[config.mk]
export PLATFORM = sky130hd
export DESIGN_NAME = cp0_irq_ctrl
export DESIGN_NICKNAME = d
export VERILOG_FILES = /design/src/rtl/cp0_irq_ctrl.sv
export SDC_FILE = /design/constraint.sdc
export NUM_CORES = 1
export LEC_CHECK = 0
export CORE_MARGIN = 10
export CORE_UTILIZATION = 50
export DETAILED_ROUTE_END_ITERATION = 10
export PLACE_DENSITY = 0.8
export SLEW_MARGIN = 20
export SYNTH_ARGS = -nofsm -noshare
export SYNTH_HDL_FRONTEND = slang
export SYNTH_SLANG_ARGS = --single-unit
[constraint.sdc]
create_clock -name CLK -period 2.4 [get_ports CLK]
set_clock_uncertainty 0.15 [all_clocks]
set_input_delay 0.36 -clock CLK [delete_from_list [all_inputs] [get_ports CLK]]
set_output_delay 0.36 -clock CLK [all_outputs]
set_load 0.02 [all_outputs]
[src/rtl/cp0_irq_ctrl.sv]
// CP0 interrupt/exception controller: Count/Compare timer with prescaler,
// Status/Cause/EPC/BadVAddr/Debug registers, hardware interrupt
// synchronisers and the combinational interrupt request.
module cp0_irq_ctrl #(
    parameter int N_HW_IRQ  = 5,
    parameter int RAM_DEPTH = 14,
    parameter int COUNT_DIV = 1
) (
    input  logic                CLK,
    input  logic                RESET,
    input  logic [4:0]          IDX,
    input  logic                WE,
    input  logic [31:0]         WD,
    output logic [31:0]         RD,
    input  logic                IEN_WB,
    input  logic [N_HW_IRQ-1:0] HW_IRQ,
    input  logic                E_ENTER,
    input  logic                ERET,
    input  logic [4:0]          CAUSE,
    input  logic                DELAY_SLOT,
    input  logic [31:0]         EPC,
    input  logic [31:0]         BAD_VA,
    output logic                INT_REQ,
    output logic [31:0]         EPC_Q,
    output logic                KERNEL_MODE,
    output logic [31:0]         DEBUG_DATA
);

    localparam int PW = (COUNT_DIV > 1) ? $clog2(COUNT_DIV) : 1;
    localparam logic [PW-1:0] PRESC_LAST = PW'(COUNT_DIV - 1);

    localparam logic [4:0] IDX_BADVA   = 5'd8;
    localparam logic [4:0] IDX_COUNT   = 5'd9;
    localparam logic [4:0] IDX_COMPARE = 5'd11;
    localparam logic [4:0] IDX_STATUS  = 5'd12;
    localparam logic [4:0] IDX_CAUSE   = 5'd13;
    localparam logic [4:0] IDX_EPC     = 5'd14;
    localparam logic [4:0] IDX_PRID    = 5'd15;
    localparam logic [4:0] IDX_CONFIG  = 5'd16;
    localparam logic [4:0] IDX_DEBUG   = 5'd23;

    logic [N_HW_IRQ-1:0] hw_sync1_q, hw_sync2_q;
    logic [31:0]         count_q, count_d;
    logic [PW-1:0]       presc_q, presc_d;
    logic [31:0]         compare_q, compare_d;
    logic [7:0]          im_q, im_d;
    logic                ie_q, ie_d;
    logic                exl_q, exl_d;
    logic [1:0]          sw_ip_q, sw_ip_d;
    logic                timer_q, timer_d;
    logic                bd_q, bd_d;
    logic [4:0]          exc_code_q, exc_code_d;
    logic [31:0]         badva_q, badva_d;
    logic [31:0]         epc_q, epc_d;
    logic [31:0]         debug_q, debug_d;

    logic [4:0] hw_ip;
    logic [7:0] ip;
    logic       wr_count, wr_compare, wr_status, wr_cause, wr_epc, wr_debug;

    assign wr_count   = WE && (IDX == IDX_COUNT);
    assign wr_compare = WE && (IDX == IDX_COMPARE);
    assign wr_status  = WE && (IDX == IDX_STATUS);
    assign wr_cause   = WE && (IDX == IDX_CAUSE);
    assign wr_epc     = WE && (IDX == IDX_EPC);
    assign wr_debug   = WE && (IDX == IDX_DEBUG);

    // Pending-interrupt vector; unimplemented hardware lines read 0.
    always_comb begin
        hw_ip                 = '0;
        hw_ip[N_HW_IRQ-1:0]   = hw_sync2_q;
        ip                    = {timer_q, hw_ip, sw_ip_q};
    end

    // Next-state for every architectural register.
    always_comb begin
        // NOTE: every _d gets its hold value first so no path leaves it unassigned (no latches).
        count_d    = count_q;
        presc_d    = presc_q;
        compare_d  = compare_q;
        im_d       = im_q;
        ie_d       = ie_q;
        exl_d      = exl_q;
        sw_ip_d    = sw_ip_q;
        timer_d    = timer_q;
        bd_d       = bd_q;
        exc_code_d = exc_code_q;
        badva_d    = badva_q;
        epc_d      = epc_q;
        debug_d    = debug_q;

        // Count with prescaler; a software load restarts the prescale period.
        if (wr_count) begin
            count_d = WD;
            presc_d = '0;
        end else if (presc_q == PRESC_LAST) begin
            count_d = count_q + 32'd1;
            presc_d = '0;
        end else begin
            presc_d = presc_q + 1'b1;
        end

        // Timer match sets the pending bit; a Compare write clears it and wins.
        if ((count_q == compare_q) && !wr_count) timer_d = 1'b1;
        if (wr_compare) begin
            compare_d = WD;
            timer_d   = 1'b0;
        end

        if (wr_status) begin
            im_d = WD[15:8];
            ie_d = WD[0];
        end
        if (wr_cause) sw_ip_d = WD[9:8];
        if (wr_debug) debug_d = WD;
        if (wr_epc)   epc_d   = WD;

        // Exception entry overrides both ERET and a software EPC write.
        if (E_ENTER) begin
            exl_d      = 1'b1;
            bd_d       = DELAY_SLOT;
            exc_code_d = CAUSE;
            badva_d    = BAD_VA;
            epc_d      = EPC;
        end else if (ERET) begin
            exl_d = 1'b0;
        end
    end

    // State registers and the two-flop interrupt synchroniser.
    always_ff @(posedge CLK) begin
        // NOTE: sequential state uses non-blocking assignments so all flops update together.
        if (RESET) begin
            hw_sync1_q <= '0;
            hw_sync2_q <= '0;
            count_q    <= '0;
            presc_q    <= '0;
            compare_q  <= '0;
            im_q       <= '0;
            ie_q       <= 1'b0;
            exl_q      <= 1'b0;
            sw_ip_q    <= '0;
            timer_q    <= 1'b0;
            bd_q       <= 1'b0;
            exc_code_q <= '0;
            badva_q    <= '0;
            epc_q      <= '0;
            debug_q    <= '0;
        end else begin
            hw_sync1_q <= HW_IRQ;
            hw_sync2_q <= hw_sync1_q;
            count_q    <= count_d;
            presc_q    <= presc_d;
            compare_q  <= compare_d;
            im_q       <= im_d;
            ie_q       <= ie_d;
            exl_q      <= exl_d;
            sw_ip_q    <= sw_ip_d;
            timer_q    <= timer_d;
            bd_q       <= bd_d;
            exc_code_q <= exc_code_d;
            badva_q    <= badva_d;
            epc_q      <= epc_d;
            debug_q    <= debug_d;
        end
    end

    // Combinational register read mux.
    always_comb begin
        case (IDX)
            IDX_BADVA:   RD = badva_q;
            IDX_COUNT:   RD = count_q;
            IDX_COMPARE: RD = compare_q;
            IDX_STATUS:  RD = {16'b0, im_q, 6'b0, exl_q, ie_q};
            IDX_CAUSE:   RD = {bd_q, 15'b0, ip, 1'b0, exc_code_q, 2'b0};
            IDX_EPC:     RD = epc_q;
            IDX_PRID:    RD = 32'hDEADBEF0 | 32'(N_HW_IRQ);
            IDX_CONFIG:  RD = 32'd1 << (RAM_DEPTH + 2);
            IDX_DEBUG:   RD = debug_q;
            default:     RD = 32'd0;
        endcase
    end

    assign INT_REQ     = (|(ip & im_q)) & ie_q & ~exl_q & IEN_WB;
    assign EPC_Q       = epc_q;
    assign KERNEL_MODE = exl_q;
    assign DEBUG_DATA  = debug_q;

endmodule

After elaboration in Yosys (flattened, before gate mapping) --
Cells that the tools add are included.
Word-level totals: bits in registers 190, bits in latches 0, RAM bits 0, bits in read-only memories 0, output and inout bits 98, memories kept 0
Cells by class: $add $sub $neg 2, multipliers 0, div/mod/pow operators 0, $lt $le $gt $ge 0, eq/ne operators 11, shift operators 0, muxes and demuxes 7, bitwise logic cells 6, reductions and logical operators 13
Operators with widths (number):
- one-hot mux 32 bit (9 select lines) | 1
- 2-to-1 mux 32 bit | 4
- == test 5 x 4 -> 1 bit, second input constant | 7
- adder 32 x 1 -> 32 bit, second input constant | 1
- == test 32 bit | 1
- == test 5 bit, second input constant | 2
- bitwise AND 8 bit | 1
- OR reduction 8 bit | 1
- logical AND 1 bit | 7
- nonzero test 2 bit | 2
- bitwise AND 1 bit | 3
- OR reduction 3 bit | 1
- 2-to-1 mux 1 bit | 2
- != test 2 x 1 -> 1 bit, second input constant | 1
- NOT 1 bit | 2
- OR reduction 2 bit | 1
- adder 1 bit, second input constant | 1
- logical NOT 1 bit | 1

Logic depth before layout (Yosys ltp) --
depth in word-level cells 5, mapped depth 8, gate-level depth less buffers 6

Worst setup path after synthesis --
No wires, ideal clock.
path type input to output, from input IDX[1], to output RD[1], arrival time 1912 ps, required time 1890 ps, slack -22 ps, stages 7, path through clkbuf_1 -> or3b_2 -> clkbuf_1 -> nor3_2 -> clkbuf_1 -> a22oi_1 -> nand3_1
Between the ends: longest elaborated chain between the ends 2, elaborated cells between the ends (all ways) 10, those cells by class eq/ne: 9; mux: 1
RTL lines:
- from (decl) | line 11 | input logic [4:0] IDX,
- == test 5 bit / == test 5 x 4 -> 1 bit (equally long branches) | line 170 | case (IDX)
- one-hot mux 32 bit (9 select lines) * | line 170
- to (decl) | line 14 | output logic [31:0] RD,
Every way passes the cells marked *; elsewhere a longest branch is shown, timed or not.

Worst setup path after layout --
from input IDX[2], to output RD[14]
The elaborated chain is that of the path after synthesis.

==> results.tsv <==
metric	value	unit
path_class	in2out	
tightest_slew	0.514	ns
antenna_found_initial	0	
ys_ff_latch	190	
grt_pass1_wl	52600	um
fp.coreArea	0.0179	mm^2
place_congestion	0.907	
cts_buffers	17	
path_cells	clkdlybuf4s15_1 > buf_6 > nor3_4 > buf_6 > buf_16 > a222oi_1 > nand3_1 > buf_6	
area_growth	39.4	%
final_antenna_net_count	0	
ir_drop	0.542	mV
hold_path_class	in2reg	
drive_above_1_share	0.129	
totalWireLength	33700	um
ys_top_cells_by_area	dfxtp_1 42%, nand2_1 6.8%, a21oi_1 5.4%	
min_period_over_period	0.996	
num_rows	49	
vias_per_cell	6.00	
fill_cells	1381	
synth_seq_area_share	0.419	
rr_worst_depth	5	
syn_area_per_cell	8.19	um^2
whs_path_depth	2	
arrival	1.88	ns
wire_per_inst	21.5	um
fin_setup_tns	0	ns
syn_nets	1226	
synth_top_area_share	0.419	
h-tree-depth	4	
yosysTopAreaCell	dfxtp_1	
drv_slew	0	
grt-ovfl-total	0	
cp-start-kind	input pin	
port_buffers	215	
slowest_stage	a222oi_1	
yosysUniqueCellTypes	46	
fmax	418	MHz
multiInputGateArea	0.00495	mm^2
hold_viol	0	
drt_first_pass_iters	5	
yosys_most_used_dff	dfxtp_1	
slew_headroom	0.657	
stdcell_count	1568	
start_util	0.506	
setup-violations-final	0	
path_max_fanout	4	
cts_sinks	190	
powerDensity	556	mW/mm^2
yosysWarnings	0	
grt_max_degree	72	
synth_area	0.00907	mm^2
die_h	155	um
area.sequential	0.00380	mm^2
slowest_delay	0.43	ns
netlist_instances	1107	
diodes	0	
dieArea	0.0239	mm^2
rrSetupSlack	0.13	ns
p_leak	0.00505	uW
die_w	155	um
outcome	finished, final reports clean	
crit_top_cell	buf_6	
finalCriticalPeriod	2.39	ns
path_clk_slew	0.07	ns
cap_violations	0	
critPathCaptureType	output pin	
dp.cells	1525	
critPathRequiredTime	1.89	ns
nets	1445	
synth_edf_count	0	
place_hpwl	23200	um
worstHoldStart	RESET	
cts_root_buffer	clkbuf_16	
clk_latency	0.44	ns
num_vias	9402	
drtIter0Drc	988	
grt_util_all_layers	0.272	
async_flop_share	0	
cts_tree	done	
clock_path_buffers	2	
holdPathEnd	badva_q[30]	
rr_endpoint	timer_q	
drc	0	
rsz0062_at_grt	true	
io_pins	216	
worstReg2RegStart	count_q[6]	
grt_pass1_vias	9317	
==> layer usage <==
| layer | share of wire | up-vias | wire (um) | GRT usage |
|---|---|---|---|---|
| li1 | - | 4384 | - | - |
| met1 | 0.41 | 4425 | 13800 | 0.345 |
| met2 | 0.47 | 513 | 15800 | 0.438 |
| met3 | 0.093 | 80 | 3130 | 0.0704 |
| met4 | 0.029 | 0 | 978 | 0.0918 |
| met5 | 0 | - | 0 | 0 |
==> final cells by class <==
type | count | area share
multi-input cells | 817 | 0.392
flip-flops and latches | 190 | 0.301
repair buffers | 296 | 0.238
clock buffers | 17 | 0.0337
well taps | 229 | 0.0227
clock inverters | 15 | 0.0115
inverters | 4 | 0.00119
==> Yosys cell counts (2+ instances only) <==
| master | count |
|---|---|
| mux2i_1 | 43 |
| nor2b_1 | 44 |
| a222oi_1 | 13 |
| nor3_2 | 2 |
| nor2_1 | 83 |
| nand4_1 | 13 |
| and3_1 | 42 |
| a221oi_1 | 2 |
| xor2_1 | 50 |
| a22oi_1 | 57 |
| xnor2_1 | 12 |
| nor4_2 | 2 |
| nand2b_1 | 3 |
| nand2_1 | 164 |
| buf_1 | 6 |
| buf_2 | 11 |
| dfxtp_1 | 190 |
| o22ai_1 | 2 |
| or3_1 | 2 |
| nand3b_1 | 8 |
| inv_1 | 4 |
| and2_1 | 3 |
| nor3_1 | 34 |
| a21oi_1 | 98 |
| nand3_1 | 43 |
| a211oi_1 | 62 |
| clkbuf_1 | 79 |
| nor4_1 | 11 |
| a22o_1 | 3 |
| o21ai_0 | 5 |
==> power by group <==
group | switching [uW] | internal, uW
sequential | 102 | 3260
clock | 1390 | 1380
combinational | 434 | 455
total | 1930 | 5100
==> sequential cells by signal, summed over array words and instances, names as in the netlist, 2 cells and up <==
signal / count
exc_code_q: 5
count_q: 32
EPC_Q: 32
sw_ip_q: 2
im_q: 8
hw_ip: 5
badva_q: 32
hw_sync1_q: 5
compare_q: 32
DEBUG_DATA: 32
==> worst max-delay path: cells and delay by family <==
family,cells,cell delay (ns)
buffers and inverters,5,0.87
AOI/OAI and AO/OA,1,0.43
and+or+nand+nor,2,0.22
==> per-stage QoR <==
stage / cell area (um^2) / util / total power, uW / hold slack, ns / setup WS [ns]
floorplan: 9070 / - / 3790 / 0.264 / 0.00430
global placement: 11900 / 0.663 / 4270 / 0.266 / -0.800
detailed placement: 11900 / 0.663 / 4290 / 0.274 / -0.830
CTS: 12600 / 0.704 / 7020 / 0.176 / 0.0232
global route: 12600 / 0.706 / 7230 / 0.209 / -0.0227
finish: 12600 / 0.706 / 7030 / 0.178 / 0.00869
==> how the worst max path moves through the flow <==
stage	start	endpoint	slack, ns	depth (start not counted)
after floorplan	IDX[1]	RD[28]	0.004	7
after global placement	IDX[4]	RD[16]	-0.80	8
after detailed placement	IDX[3]	RD[11]	-0.83	8
after CTS	IDX[2]	RD[14]	0.02	8
after global routing	IDX[2]	RD[5]	-0.02	8
final	IDX[2]	RD[14]	0.009	8
==> logic make-up (layout without fill, tap and decap cells) <==
| logic type | after synthesis | in the layout | synth area share |
|---|---|---|---|
| multiplexers | 43 | 43 | 0.0475 |
| AND/OR/NAND/NOR | 464 | 464 | 0.249 |
| adder cells (fa/ha/maj) | 1 | 1 | 0.00138 |
| flip-flops | 190 | 190 | 0.419 |
| XOR/XNOR | 62 | 62 | 0.0599 |
| AO/OA/AOI/OAI | 246 | 246 | 0.180 |
| buffers and inverters | 100 | 332 | 0.0429 |
| other | 1 | 1 | 0.000414 |
==> repair_timing <==
action	4_1_cts	5_1_grt
endpoints found under the hold margin	0	0
resized for setup	199	15
gates cloned	4	0
hold buffers	0	0
pin swaps	16	8
endpoints found under the setup margin	33	9
buffers inserted	7	0
==> cells in the final DEF (no fill, tap or decap), types with 6 or more instances in the layout <==
master / n
dfxtp_1: 190
clkdlybuf4s50_1: 175
nand2_1: 162
a21oi_1: 98
nor2_1: 79
a211oi_1: 61
buf_4: 56
a22oi_1: 53
xor2_1: 50
nor2b_1: 44
mux2i_1: 43
nand3_1: 43
and3_1: 42
nor3_1: 34
buf_6: 25
clkbuf_16: 17
buf_12: 17
buf_2: 15
nand4_1: 13
a222oi_1: 13
xnor2_1: 12
nor4_1: 11
nand3b_1: 8
inv_6: 6
Note: power is estimated with default switching activity, not from simulation.
